==> src/rtl/tug_pkg.sv <==
// tug_pkg: shared types and constants for the tug-of-war match sequencer.
// Latency: n/a (declarations only).
// Backpressure: n/a.
// Contents: FSM state enum, winner encodings, LFSR width/seed/tap positions.
package tug_pkg;

    typedef enum logic [1:0] {
        PLAY       = 2'd0,
        HOLD       = 2'd1,
        MATCH_DONE = 2'd2
    } tug_state_e;

    localparam logic [1:0] WIN_NONE  = 2'b00;
    localparam logic [1:0] WIN_LEFT  = 2'b10;
    localparam logic [1:0] WIN_RIGHT = 2'b01;

    // 10-bit Fibonacci LFSR, taps 10 and 7 (bit indices 9 and 6).
    localparam int          LFSR_W     = 10;
    localparam logic [9:0]  LFSR_SEED  = 10'h001;
    localparam int          LFSR_TAP_A = 9;
    localparam int          LFSR_TAP_B = 6;

    function automatic logic [LFSR_W-1:0] lfsr_next(input logic [LFSR_W-1:0] cur);
        return {cur[LFSR_W-2:0], cur[LFSR_TAP_A] ^ cur[LFSR_TAP_B]};
    endfunction

endpackage

==> src/rtl/tug_lfsr.sv <==
// tug_lfsr: free-running 10-bit Fibonacci LFSR used as the CPU player's dice.
// Latency: new value every cycle; seeded on synchronous reset.
// Backpressure: none, advances unconditionally.
// Ports: clock, reset (sync, active-high), state_o = current LFSR contents.
module tug_lfsr
    import tug_pkg::*;
(
    input  logic              clock,
    input  logic              reset,
    output logic [LFSR_W-1:0] state_o
);

    logic [LFSR_W-1:0] lfsr_q;
    logic [LFSR_W-1:0] lfsr_d;

    always_comb begin
        lfsr_d = lfsr_next(lfsr_q);
    end

    always_ff @(posedge clock) begin
        if (reset) begin
            lfsr_q <= LFSR_SEED;
        end else begin
            lfsr_q <= lfsr_d;
        end
    end

    assign state_o = lfsr_q;

endmodule

==> src/rtl/tug_match_ctrl.sv <==
// tug_match_ctrl: tug-of-war match sequencer; rope position, round wins, scores, hold-off, match end.
// Latency: a press sampled at edge N shows on lights/scores after edge N; all outputs registered.
// Backpressure: none; presses are one-cycle pulses and are dropped outside PLAY.
// Ports: clock, reset (sync, active-high), left_press/right_press pulses in;
//        lights (one-hot rope, MSB = leftmost), left_score/right_score, winner, round_over, match_over out.
// Build option: TUG_CPU_PLAYER_EN adds cpu_level[2:0] and drives the right player from an LFSR;
//        right_press is then ignored.
module tug_match_ctrl
    import tug_pkg::*;
#(
    parameter int NUM_LIGHTS  = 9,
    parameter int WIN_SCORE   = 7,
    parameter int HOLD_CYCLES = 4,
    localparam int SW = $clog2(WIN_SCORE + 1)
) (
    input  logic                  clock,
    input  logic                  reset,
    input  logic                  left_press,
    input  logic                  right_press,
`ifdef TUG_CPU_PLAYER_EN
    input  logic [2:0]            cpu_level,
`endif
    output logic [NUM_LIGHTS-1:0] lights,
    output logic [SW-1:0]         left_score,
    output logic [SW-1:0]         right_score,
    output logic [1:0]            winner,
    output logic                  round_over,
    output logic                  match_over
);

    localparam int PW = $clog2(NUM_LIGHTS);
    localparam int CW = (HOLD_CYCLES > 1) ? $clog2(HOLD_CYCLES) : 1;

    localparam logic [PW-1:0]         POS_MAX      = PW'(NUM_LIGHTS - 1);
    localparam logic [PW-1:0]         POS_CENTER   = PW'(NUM_LIGHTS / 2);
    localparam logic [CW-1:0]         CNT_LAST     = CW'(HOLD_CYCLES - 1);
    localparam logic [SW-1:0]         SCORE_MATCH  = SW'(WIN_SCORE);
    localparam logic [NUM_LIGHTS-1:0] LIGHT_ONE    = NUM_LIGHTS'(1);
    localparam logic [NUM_LIGHTS-1:0] LIGHTS_RESET = LIGHT_ONE << POS_CENTER;

    tug_state_e            state_q, state_d;
    logic [PW-1:0]         pos_q, pos_d;
    logic [CW-1:0]         cnt_q, cnt_d;
    logic [SW-1:0]         lscore_q, lscore_d;
    logic [SW-1:0]         rscore_q, rscore_d;
    logic [1:0]            winner_q, winner_d;
    logic                  round_over_q, round_over_d;
    logic                  match_over_q, match_over_d;
    logic [NUM_LIGHTS-1:0] lights_q, lights_d;

    logic left_eff;
    logic right_eff;
    logic match_won;

    assign left_eff = left_press;

`ifdef TUG_CPU_PLAYER_EN
    logic [LFSR_W-1:0] lfsr_w;
    logic              unused_right_press;
    logic              unused_lfsr_hi;

    tug_lfsr u_lfsr (
        .clock   (clock),
        .reset   (reset),
        .state_o (lfsr_w)
    );

    // CPU presses with probability cpu_level/8 per cycle; level 0 never presses.
    assign right_eff          = (lfsr_w[2:0] < cpu_level);
    assign unused_right_press = right_press;
    assign unused_lfsr_hi     = ^lfsr_w[LFSR_W-1:3];
`else
    assign right_eff = right_press;
`endif

    // The winner recorded at round end selects whose score is tested for the match.
    assign match_won = (winner_q == WIN_LEFT) ? (lscore_q == SCORE_MATCH)
                                              : (rscore_q == SCORE_MATCH);

    always_comb begin
        state_d      = state_q;
        pos_d        = pos_q;
        cnt_d        = cnt_q;
        lscore_d     = lscore_q;
        rscore_d     = rscore_q;
        winner_d     = winner_q;
        round_over_d = 1'b0;
        match_over_d = match_over_q;

        unique case (state_q)
            PLAY: begin
                if (left_eff && !right_eff) begin
                    if (pos_q == POS_MAX) begin
                        lscore_d     = lscore_q + 1'b1;
                        winner_d     = WIN_LEFT;
                        round_over_d = 1'b1;
                        cnt_d        = '0;
                        state_d      = HOLD;
                    end else begin
                        pos_d = pos_q + 1'b1;
                    end
                end else if (right_eff && !left_eff) begin
                    if (pos_q == '0) begin
                        rscore_d     = rscore_q + 1'b1;
                        winner_d     = WIN_RIGHT;
                        round_over_d = 1'b1;
                        cnt_d        = '0;
                        state_d      = HOLD;
                    end else begin
                        pos_d = pos_q - 1'b1;
                    end
                end
            end
            HOLD: begin
                cnt_d = cnt_q + 1'b1;
                if (cnt_q == CNT_LAST) begin
                    if (match_won) begin
                        match_over_d = 1'b1;
                        state_d      = MATCH_DONE;
                    end else begin
                        pos_d    = POS_CENTER;
                        winner_d = WIN_NONE;
                        state_d  = PLAY;
                    end
                end
            end
            MATCH_DONE: begin
                // Terminal until reset; everything frozen.
            end
            default: begin
                state_d = PLAY;
                pos_d   = POS_CENTER;
            end
        endcase

        // Playfield is dark whenever the rope is not in play.
        lights_d = (state_d == PLAY) ? (LIGHT_ONE << pos_d) : '0;
    end

    always_ff @(posedge clock) begin
        if (reset) begin
            state_q      <= PLAY;
            pos_q        <= POS_CENTER;
            cnt_q        <= '0;
            lscore_q     <= '0;
            rscore_q     <= '0;
            winner_q     <= WIN_NONE;
            round_over_q <= 1'b0;
            match_over_q <= 1'b0;
            lights_q     <= LIGHTS_RESET;
        end else begin
            state_q      <= state_d;
            pos_q        <= pos_d;
            cnt_q        <= cnt_d;
            lscore_q     <= lscore_d;
            rscore_q     <= rscore_d;
            winner_q     <= winner_d;
            round_over_q <= round_over_d;
            match_over_q <= match_over_d;
            lights_q     <= lights_d;
        end
    end

    assign lights      = lights_q;
    assign left_score  = lscore_q;
    assign right_score = rscore_q;
    assign winner      = winner_q;
    assign round_over  = round_over_q;
    assign match_over  = match_over_q;

endmodule
==> config.mk <==
export PLATFORM = sky130hd
export DESIGN_NAME = tug_match_ctrl
export DESIGN_NICKNAME = d
export VERILOG_FILES = /design/src/rtl/tug_pkg.sv /design/src/rtl/tug_lfsr.sv /design/src/rtl/tug_match_ctrl.sv
export SDC_FILE = /design/constraint.sdc
export NUM_CORES = 1
export LEC_CHECK = 0
export ABC_AREA = 1
export BUFFER_PORTS_ARGS = -buffer_cell sky130_fd_sc_hd__buf_2
export CORE_MARGIN = 2
export CORE_UTILIZATION = 59
export DETAILED_ROUTE_END_ITERATION = 8
export PLACE_DENSITY = 0.95
export SETUP_SLACK_MARGIN = 0.4
export SYNTH_ARGS = -nofsm -noshare
export SYNTH_HDL_FRONTEND = slang
export SYNTH_HIERARCHICAL = 1
export SYNTH_SLANG_ARGS = --single-unit
==> constraint.sdc <==
create_clock -name clock -period 4.92 [get_ports clock]
set_clock_uncertainty 0.1 [all_clocks]
set_input_delay 0.984 -clock clock [delete_from_list [all_inputs] [get_ports clock]]
set_output_delay 0.984 -clock clock [all_outputs]
set_load 0.01 [all_outputs]
### Word-level counts from Yosys, hierarchy flattened

Index checks and enable logic that the tools add are counted.

| operators by class | value |
|---|---|
| reductions and logical operators | 15 |
| equal/unequal tests | 12 |
| $add $sub $neg | 5 |
| muxes and demuxes | 32 |
| shifts and indexed selects | 1 |
| bitwise logic cells | 3 |

Operators by type and width:

| kind | number |
|---|---|
| two-way mux 2 bit | 16 |
| two-way mux 4 bit | 6 |
| case mux 4 bit (3 select lines) | 1 |
| != test 3 bit (second input constant) | 3 |
| left shift 1 x 4 -> 9 bit (first input constant) | 1 |
| case mux 2 bit (2 select lines) | 2 |
| AND reduction 4 bit | 2 |
| adder 3 x 1 -> 3 bit (second input constant) | 2 |
| equality test 2 bit (second input constant) | 3 |
| equality test 3 bit (second input constant) | 2 |
| case mux 2 bit (3 select lines) | 1 |
| AND reduction 3 bit | 2 |
| AND reduction 6 bit | 1 |
| two-way mux 1 bit | 5 |
| two-way mux 5 bit | 1 |
| adder 4 x 1 -> 4 bit (second input constant) | 1 |
| equality test 4 bit (second input constant) | 1 |
| logical NOT 2 bit | 2 |
| logical NOT 4 bit | 1 |
| != test 2 bit (second input constant) | 2 |
| OR reduction 2 bit | 2 |
| subtractor 4 x 1 -> 4 bit (second input constant) | 1 |
| inverter 1 bit | 3 |
| adder 2 x 1 -> 2 bit (second input constant) | 1 |
| other kinds (4) | 6 |

| word-level totals | value |
|---|---|
| bits of input ports | 4 |
| output and inout bits | 19 |
| flip-flop bits (word level) | 27 |
| word-level logic and storage cells | 78 |

### Depth between registers and ports, before layout

Gate-level depths: netlist of run 1.

| depth | value |
|---|---|
| depth after elaboration | 8 |
| depth in mapped cells | 13 |
| mapped depth without buffers | 13 |

### Worst setup path after synthesis of run 1

Ideal clock, no wire load.

| timing | value |
|---|---|
| path kind | in2reg |
| start point | input port left_press |
| end point | register lights_q[0] (netlist: lights[0]) |
| slack | 2,716 ps |
| library setup time | 65 ps |
| path buffers | 0 |
| data required time | 4,755 ps |
| stages | 12 |
| data arrival time | 2,040 ps |
| cell sequence | inv_1 -> ha_1 -> nand2_1 -> clkinv_1 -> nand2_1 -> nand3_1 -> nand2_1 -> nor2_4 -> nand2_2 -> nor3_2 -> nand2_1 -> nor2_1 |

| on the way | value |
|---|---|
| cells in the longest elaborated chain, start to end | 8 |
| elaborated cells on any way between the ends | 13 |
| those cells by class | shift: 1; mux: 6; bitwise: 1; reduce/logical: 5 |

Ends and longest elaborated chain:

| element | line | RTL |
|---|---|---|
| start, declared | tug_match_ctrl.sv:18 | `input logic left_press,` |
| logical NOT 1 bit | tug_match_ctrl.sv:102 | `end else if (right_eff && !left_eff) begin` |
| logical AND 1 bit | tug_match_ctrl.sv:102 |  |
| two-way mux 2 bit | tug_match_ctrl.sv:102 |  |
| two-way mux 2 bit | tug_match_ctrl.sv:92 | `if (left_eff && !right_eff) begin` |
| case mux 2 bit (3 select lines) | tug_match_ctrl.sv:90 | `unique case (state_q)` |
| logical NOT 2 bit | tug_match_ctrl.sv:137 | `lights_d = (state_d == PLAY) ? (LIGHT_ONE << pos_d) : '0;` |
| inverter 1 bit (no source line) | - |  |
| OR reduction 2 bit (no source line) | - |  |
| end signal, assigned | tug_match_ctrl.sv:160 | `lights_q <= lights_d;` |
| end, declared | tug_match_ctrl.sv:49 | `logic [NUM_LIGHTS-1:0] lights_q, lights_d;` |

Several ways; a longest one is shown, not always the timed one.
A chain may end at the register's enable or synchronous reset.

### Worst setup path in the final report of run 1

| timing | value |
|---|---|
| start point | input port left_press |
| end point | register lights_q[2] (netlist: lights[2]) |

Same word-level chain as after synthesis.

==> metrics.md, run 1 <==
| Metric | Value |
|---|---|
| Status | finished, final reports clean |
| Min Tclk post-route | around 2.2 ns |
| Final Routed Wirelength | about 2.9 mm |
| Worst vdd rail ir drop | roughly 0.00028 V |
| Setup WS pre-CTS | 2.33 ns |
| Rel. slew slack | 0.827 |
| Setup crit end kind | register |
| Syn-to-layout area delta | 12.3% |
| Synth Instances | ~200 |
| Critical R2R Launch | pos_q[0] |
| Final worst-path cycle share | 0.457 |
| Via density | ~5.3 |
| CP arrival | 2.42 ns |
| Achievable clock frequency | between 400 and 500 MHz |
| Initial DRC Count | 38 |
| Synth area leader | dfxtp_1 |
| Gpl congestion | approximately 0.96 |
| # setup viols final | 0 |
| Final Power | ~0.00045 W |
| EDFF count, synth | 0 |
| Final Hold Fails | 0 |
| Part of the Yosys area used for sequential elements | 0.394 |
| Hold Path Sink | match_over |
| Hold Path Depth | 2 |
| YS warnings | 6 |
| Slew of the pin with the lowest slew margin | 0.259 ns |
| Worst Min Path Start | match_over |
| Max-Cap Viols | 0 |
| Synth area leaders | dfxtp_1, nand2_1, nor2_1 |
| Root Buffer | clkbuf_4 |
| Ant diodes | 0 |
| Worst Reg-to-Reg Cells | 11 |
| Worst path most repeated cell | nand2_1 |
| Post-route setup slack | 2.67 ns |
| CP peak stage delay | 0.28 ns |
| NumNets Final | between 200 and 250 |
| Port-buffer cells | 22 |
| # rows | 17 |
| Post-synthesis cell type count | 23 |
| Detail Route Antenna Nets | 0 |
| Grt total ovfl | 0 |
| Area of the core | approximately 0.0022 mm² |
| Die Wd | roughly 52 µm |
| Req. time, crit path | around 5 ns |
| Vias | 1332 |
| Bufs on Longest Clock Path | 2 |
| CTS tree | built |
| Post-CTS setup buffer count | 0 |
| WS Path Type | in2reg |
| Dpl hpwl | 2.23 mm |
| Syn nets | 209 |
| Crit path max fanout | 7 |
| All-layer global routing usage | 0.253 |
| Slowest cell on crit path | ha_1 |
| Worst path cell trace | buf_2 > inv_1 > ha_1 > nand2_1 > clkinv_1 > nand2_1 > nand3_1 > nand2_1 > nor2_4 > nand2_2 > nor3_2 > nand2_1 > nor2_1 |
| # clock sinks | 27 |
| CP Launch Type | input pin |
| Initial DRT Pass Iterations | 4 |
| Post-CTS Resized | 0 |
| PD cells | between 200 and 300 mW/mm² |
| Initial antenna violation count | 0 |
| First-pass GRT wire length | around 5.2 mm |
| Initial core utilization | 0.620 |
| Post-route DRC | 0 |
| Predominant post-synthesis flop cell | dfxtp_1 |
| Layout cells sized above 1 | 0.216 |
| Cts hold-fix bufs | 0 |
| IO Pins | 23 |
| WL/cell | approximately 12 µm |
| Clock Latency Late Sink | between 0.3 and 0.4 ns |
| Die area | around 0.0027 mm² |
| Largest net degree at the start of global routing | 16 |
| Reg2reg end | lights[7] |
| Worst Hold Class | reg2reg |
| Fin. max-slew vios | 0 |
| Most numerous cell in the Yosys netlist | nand2_1 |
| Vias in the first global route | 1207 |
| Pleak | about 0.77 nW |
| Register bit count reported by yosys | 27 |
| Clock-pin slew on the worst setup and hold paths | ~0.14 ns |
| CTS buffer count | 3 |
| Post-synth top area share | 0.394 |
| Total negative slack | 0 ns |
| Synth Area per Inst | approximately 7 µm² |
| Clock H-tree levels | 1 |
| Synth async-reset ratio | 0 |
| Syn Std Cell Area | about 0.0014 mm² |
| Most common library cells after synthesis | nand2_1, dfxtp_1, nor2_1 |
| RSZ-0062 raised after global routing | no |
| Die Y | between 50 and 60 µm |
| R2r setup slk | about 3 ns |
==> layout by cell type, fill, tap and decap left out <==
master and count:
clkbuf_4 3, o21ai_0 5, nor3_2 1, inv_2 7
nand3_2 4, a21oi_1 13, or2_1 1, ha_1 8
dfxtp_1 27, nand2_2 5, nand3_1 15, inv_1 20
nor2_4 1, nand4_1 2, nor3_1 2, xor2_1 1
nand2_1 50, buf_2 22, or2_2 1, clkinv_2 1
a21boi_0 1, clkinv_1 1, nor2_2 3, and3_1 1
nor2_1 27
==> registers in the layout, indices dropped and copies added (netlist names) <==
name         flops
left_score       3
match_over       1
lights           9
state_q          2
pos_q            4
round_over       1
cnt_q            2
right_score      3
winner           2
==> routing by layer <==
layer / global-route usage / wire [µm]
met5: 0 / 0
met2: 0.414 / 1450
met4: 0.0940 / 41
met1: 0.339 / 1250
met3: 0.0343 / 137
==> worst max path at each step <==
stage / end / depth (start not counted) / startpoint / slack, ns
detailed placement: lights[2] / 13 / left_press / 2.33
floorplan: lights[0] / 12 / left_press / 2.72
global route: lights[0] / 13 / left_press / 2.50
global placement: lights[0] / 13 / left_press / 2.44
finish: lights[2] / 13 / left_press / 2.67
CTS: lights[2] / 13 / left_press / 2.67
==> stage by stage <==
step	instances	util	hold slack (ns)	area [µm²]
after floorplan	197	-	0.337	1370
after global placement	246	0.684	0.338	1510
after detailed placement	246	0.684	0.347	1510
after CTS	250	0.697	0.368	1540
after global routing	250	0.697	0.396	1540
final	250	0.697	0.372	1540
==> cell families (layout without fill, tap and decap cells) <==
group | count (synthesis) | in the layout | synth area share
DFF | 27 | 27 | 0.394
and+or+nand+nor | 113 | 113 | 0.376
adders and majority gates | 8 | 8 | 0.0729
buffers and inverters | 29 | 54 | 0.0793
xor gates and xnor gates | 1 | 1 | 0.00638
AOI/OAI and AO/OA | 19 | 19 | 0.0711
==> where the power goes <==
group          total (W)  leakage [nW]  internal [W]  switching [W]
clock          0.0000956        0.0177     0.0000305      0.0000651
combinational   0.000110         0.538     0.0000362      0.0000736
sequential      0.000242         0.219      0.000232      0.0000105
==> area by class of cell <==
class / instances / area [µm²]
Clock inverter: 1 / 5.00
Fill cell: 183 / 671
Tap cell: 28 / 35.0
Clock buffer: 3 / 22.5
Multi-Input combinational cell: 141 / 723
Inverter: 28 / 105
Timing Repair Buffer: 22 / 110
Sequential cell: 27 / 541
==> critical path, delay by kind of cell <==
family	cells	cell delay, ns
buf+inv	3	0.23
fa+ha+maj	1	0.28
simple gates	9	0.93
Note: power is estimated with default switching activity, not from simulation.
==> run 2, diff against run 1 <==
Settings changed: CORE_UTILIZATION 59 to 54, PLACE_DENSITY 0.95 to 0.89.
Clock period 4.92 ns to 2.2 ns, I/O delays scaled along.
==> run 2 against run 1 <==
  * Register-to-register slack lost 2.5 ns
  * First-iteration DRC count decreased by 2.6%
  * Clock-buffer cell count unchanged
  * Wire length down 12%
  * Flip-flop and latch count did not move
  * Critical path type is now reg2reg
==> metrics.md, run 2 (synthesized netlist as in run 1, its figures left out) <==
| Metric | Value |
|---|---|
| # rows | 18 |
| Worst vdd rail ir drop | approximately 0.00061 V |
| Initial core utilization | 0.564 |
| Pleak | ~0.78 nW |
| Bufs on Longest Clock Path | 2 |
| PD cells | 633 mW/mm² |
| M1 GR Usage | 0.264 |
| Combinational Power Share | 0.252 |
| Final worst-path cycle share | 0.755 |
| NumNets Final | between 200 and 250 |
| # clock sinks | 27 |
| Final Hold Fails | 0 |
| Hold WS | approximately 0.33 ns |
| CTS tree | built |
| Storage cell area | about 550 µm² |
| WS Path Type | reg2reg |
| Final Cell Area | roughly 0.0016 mm² |
| GRT met2 Usage | 0.307 |
| Commonest non-fill, non-tap cell in the layout | nand2_1 |
| WL/cell | 10.1 µm |
| Ant diodes | 0 |
| Dpl hpwl | 1.95 mm |
| # fillers | about 220 |
| Final Util | 0.651 |
| Slew of the pin with the lowest slew margin | 0.259 ns |
| Commonest cells after routing, fill and taps aside | nand2_1, nor2_1, dfxtp_1 |
| All-layer global routing usage | 0.195 |
| Cell family with most CP delay | simple AND/OR/NAND/NOR gates |
| IO Pins | 23 |
| Rel. slew slack | 0.827 |
| Die area | approximately 0.003 mm² |
| M3 GR Usage | 0.0273 |
| Initial antenna violation count | 0 |
| Vias in the first global route | 1034 |
| Initial DRT Pass Iterations | 4 |
| Max reg flops | 9 |
| Slowest cell on crit path | dfxtp_4 |
| Setup crit end kind | register |
| Die Wd | around 54 µm |
| Worst Hold Class | in2reg |
| Max-Cap Viols | 0 |
| Gpl congestion | between 0.9 and 1 |
| Area of the core | between 0.002 and 0.0025 mm² |
| Layout cells sized above 1 | 0.257 |
| Clock H-tree levels | 1 |
| Largest net degree at the start of global routing | 16 |
| Grt total ovfl | 0 |
| Syn-to-layout area delta | 15.3% |
| Post-route setup slack | ~0.54 ns |
| Clock Latency Late Sink | ~0.32 ns |
| Clock Power Share | 0.205 |
| Switch share | 0.323 |
| Cts hold-fix bufs | 0 |
| CP peak stage delay | about 0.4 ns |
| Total negative slack | 0 ns |
| Buf/Inv on CP | 2 |
| Fin. max-slew vios | 0 |
| Req. time, crit path | ~2.4 ns |
| Achievable clock frequency | ~600 MHz |
| Crit path max fanout | 6 |
| Status | finished, final reports clean |
| CP Launch Type | register |
| Dpl cell area | between 0.0015 and 0.002 mm² |
| Vias | ~1300 |
| Area of the multi-input gates | around 750 µm² |
| Post-route DRC | 0 |
| Worst path cell trace | inv_1 > ha_4 > nand3_2 > nand2_2 > nand3_2 > nand3_2 > nor2_1 > nand2_1 > nor2_2 > inv_2 > nor2_1 |
| Clock-pin slew on the worst setup and hold paths | 0.14 ns |
| Setup WS pre-CTS | 0.197 ns |
| CTS buffer count | 3 |
| Port-buffer cells | 22 |
| RSZ-0062 raised after global routing | no |
| Worst path most repeated cell | nand3_2 |
| Die Y | roughly 54 µm |
| Via density | a little over 5 |
| Final Routed Wirelength | between 2 and 3 mm |
| Sw Pwr | between 0.0003 and 0.0004 W |
| Min Tclk post-route | between 1.5 and 2 ns |
| Initial DRC Count | 37 |
| CP arrival | approximately 1.8 ns |
| Gr busiest metal | met2 |
| Detail Route Antenna Nets | 0 |
| First-pass GRT wire length | about 4.2 mm |
| Reg power frac | 0.543 |
| # setup viols final | 0 |
| Int Pwr | about 0.00068 W |
| Root Buffer | clkbuf_4 |
==> run 2: repair_timing <==
action	CTS	global route
setup buffers	0	0
resized for setup	1	13
pin swaps	0	1
setup endpoints to repair	7	11
gates cloned	0	0
==> run 2: stage by stage <==
step	total power, W	std cells
6_report	0.00100	252
5_1_grt	0.00107	252
4_1_cts	0.000992	252
3_5_place_dp	0.000786	248
3_3_place_gp	0.000783	248
2_1_floorplan	0.000730	197
==> run 2: path summary, 6_finish.rpt <==
check | from | to | slack (ns) | depth (start not counted)
worst min-delay path | reset | winner[0] | 0.33 | 2
worst min register to register | match_over | match_over | 0.36 | 2
worst max-delay path | pos_q[1] | lights[7] | 0.54 | 11
worst max register to register | pos_q[1] | lights[7] | 0.54 | 11
==> run 2: area by class of cell <==
type                    instances  share of cell area
inverters                      28              0.0680
well taps                      30              0.0237
flip-flops and latches         27               0.348
clock inverters                 1             0.00316
repair buffers                 22              0.0696
multi-input cells             141               0.474
clock buffers                   3              0.0142
==> run 2: routing by layer <==
| metal | vias to the layer above | share of wire | wire [µm] |
|---|---|---|---|
| met5 | - | 0 | 0 |
| met4 | 0 | 0.013 | 34 |
| met3 | 4 | 0.061 | 155 |
| met2 | 34 | 0.45 | 1140 |
| met1 | 577 | 0.48 | 1210 |
| li1 | 673 | - | - |
==> run 2: power by group through the flow <==
stage | clock, W | sequential [W] | combinational, W
floorplan | 0 | 0.000557 | 0.000173
global placement | 0 | 0.000551 | 0.000232
detailed placement | 0 | 0.000551 | 0.000235
CTS | 0.000214 | 0.000541 | 0.000237
global route | 0.000234 | 0.000548 | 0.000290
finish | 0.000206 | 0.000544 | 0.000252
==> run 2: worst reg2reg max path, delay by kind of cell, from the launching register on <==
family / cells / cell delay, ns
adder cells (fa/ha/maj): 1 / 0.17
buffers and inverters: 2 / 0.12
flip-flops: 1 / 0.40
AND/OR/NAND/NOR: 8 / 0.84
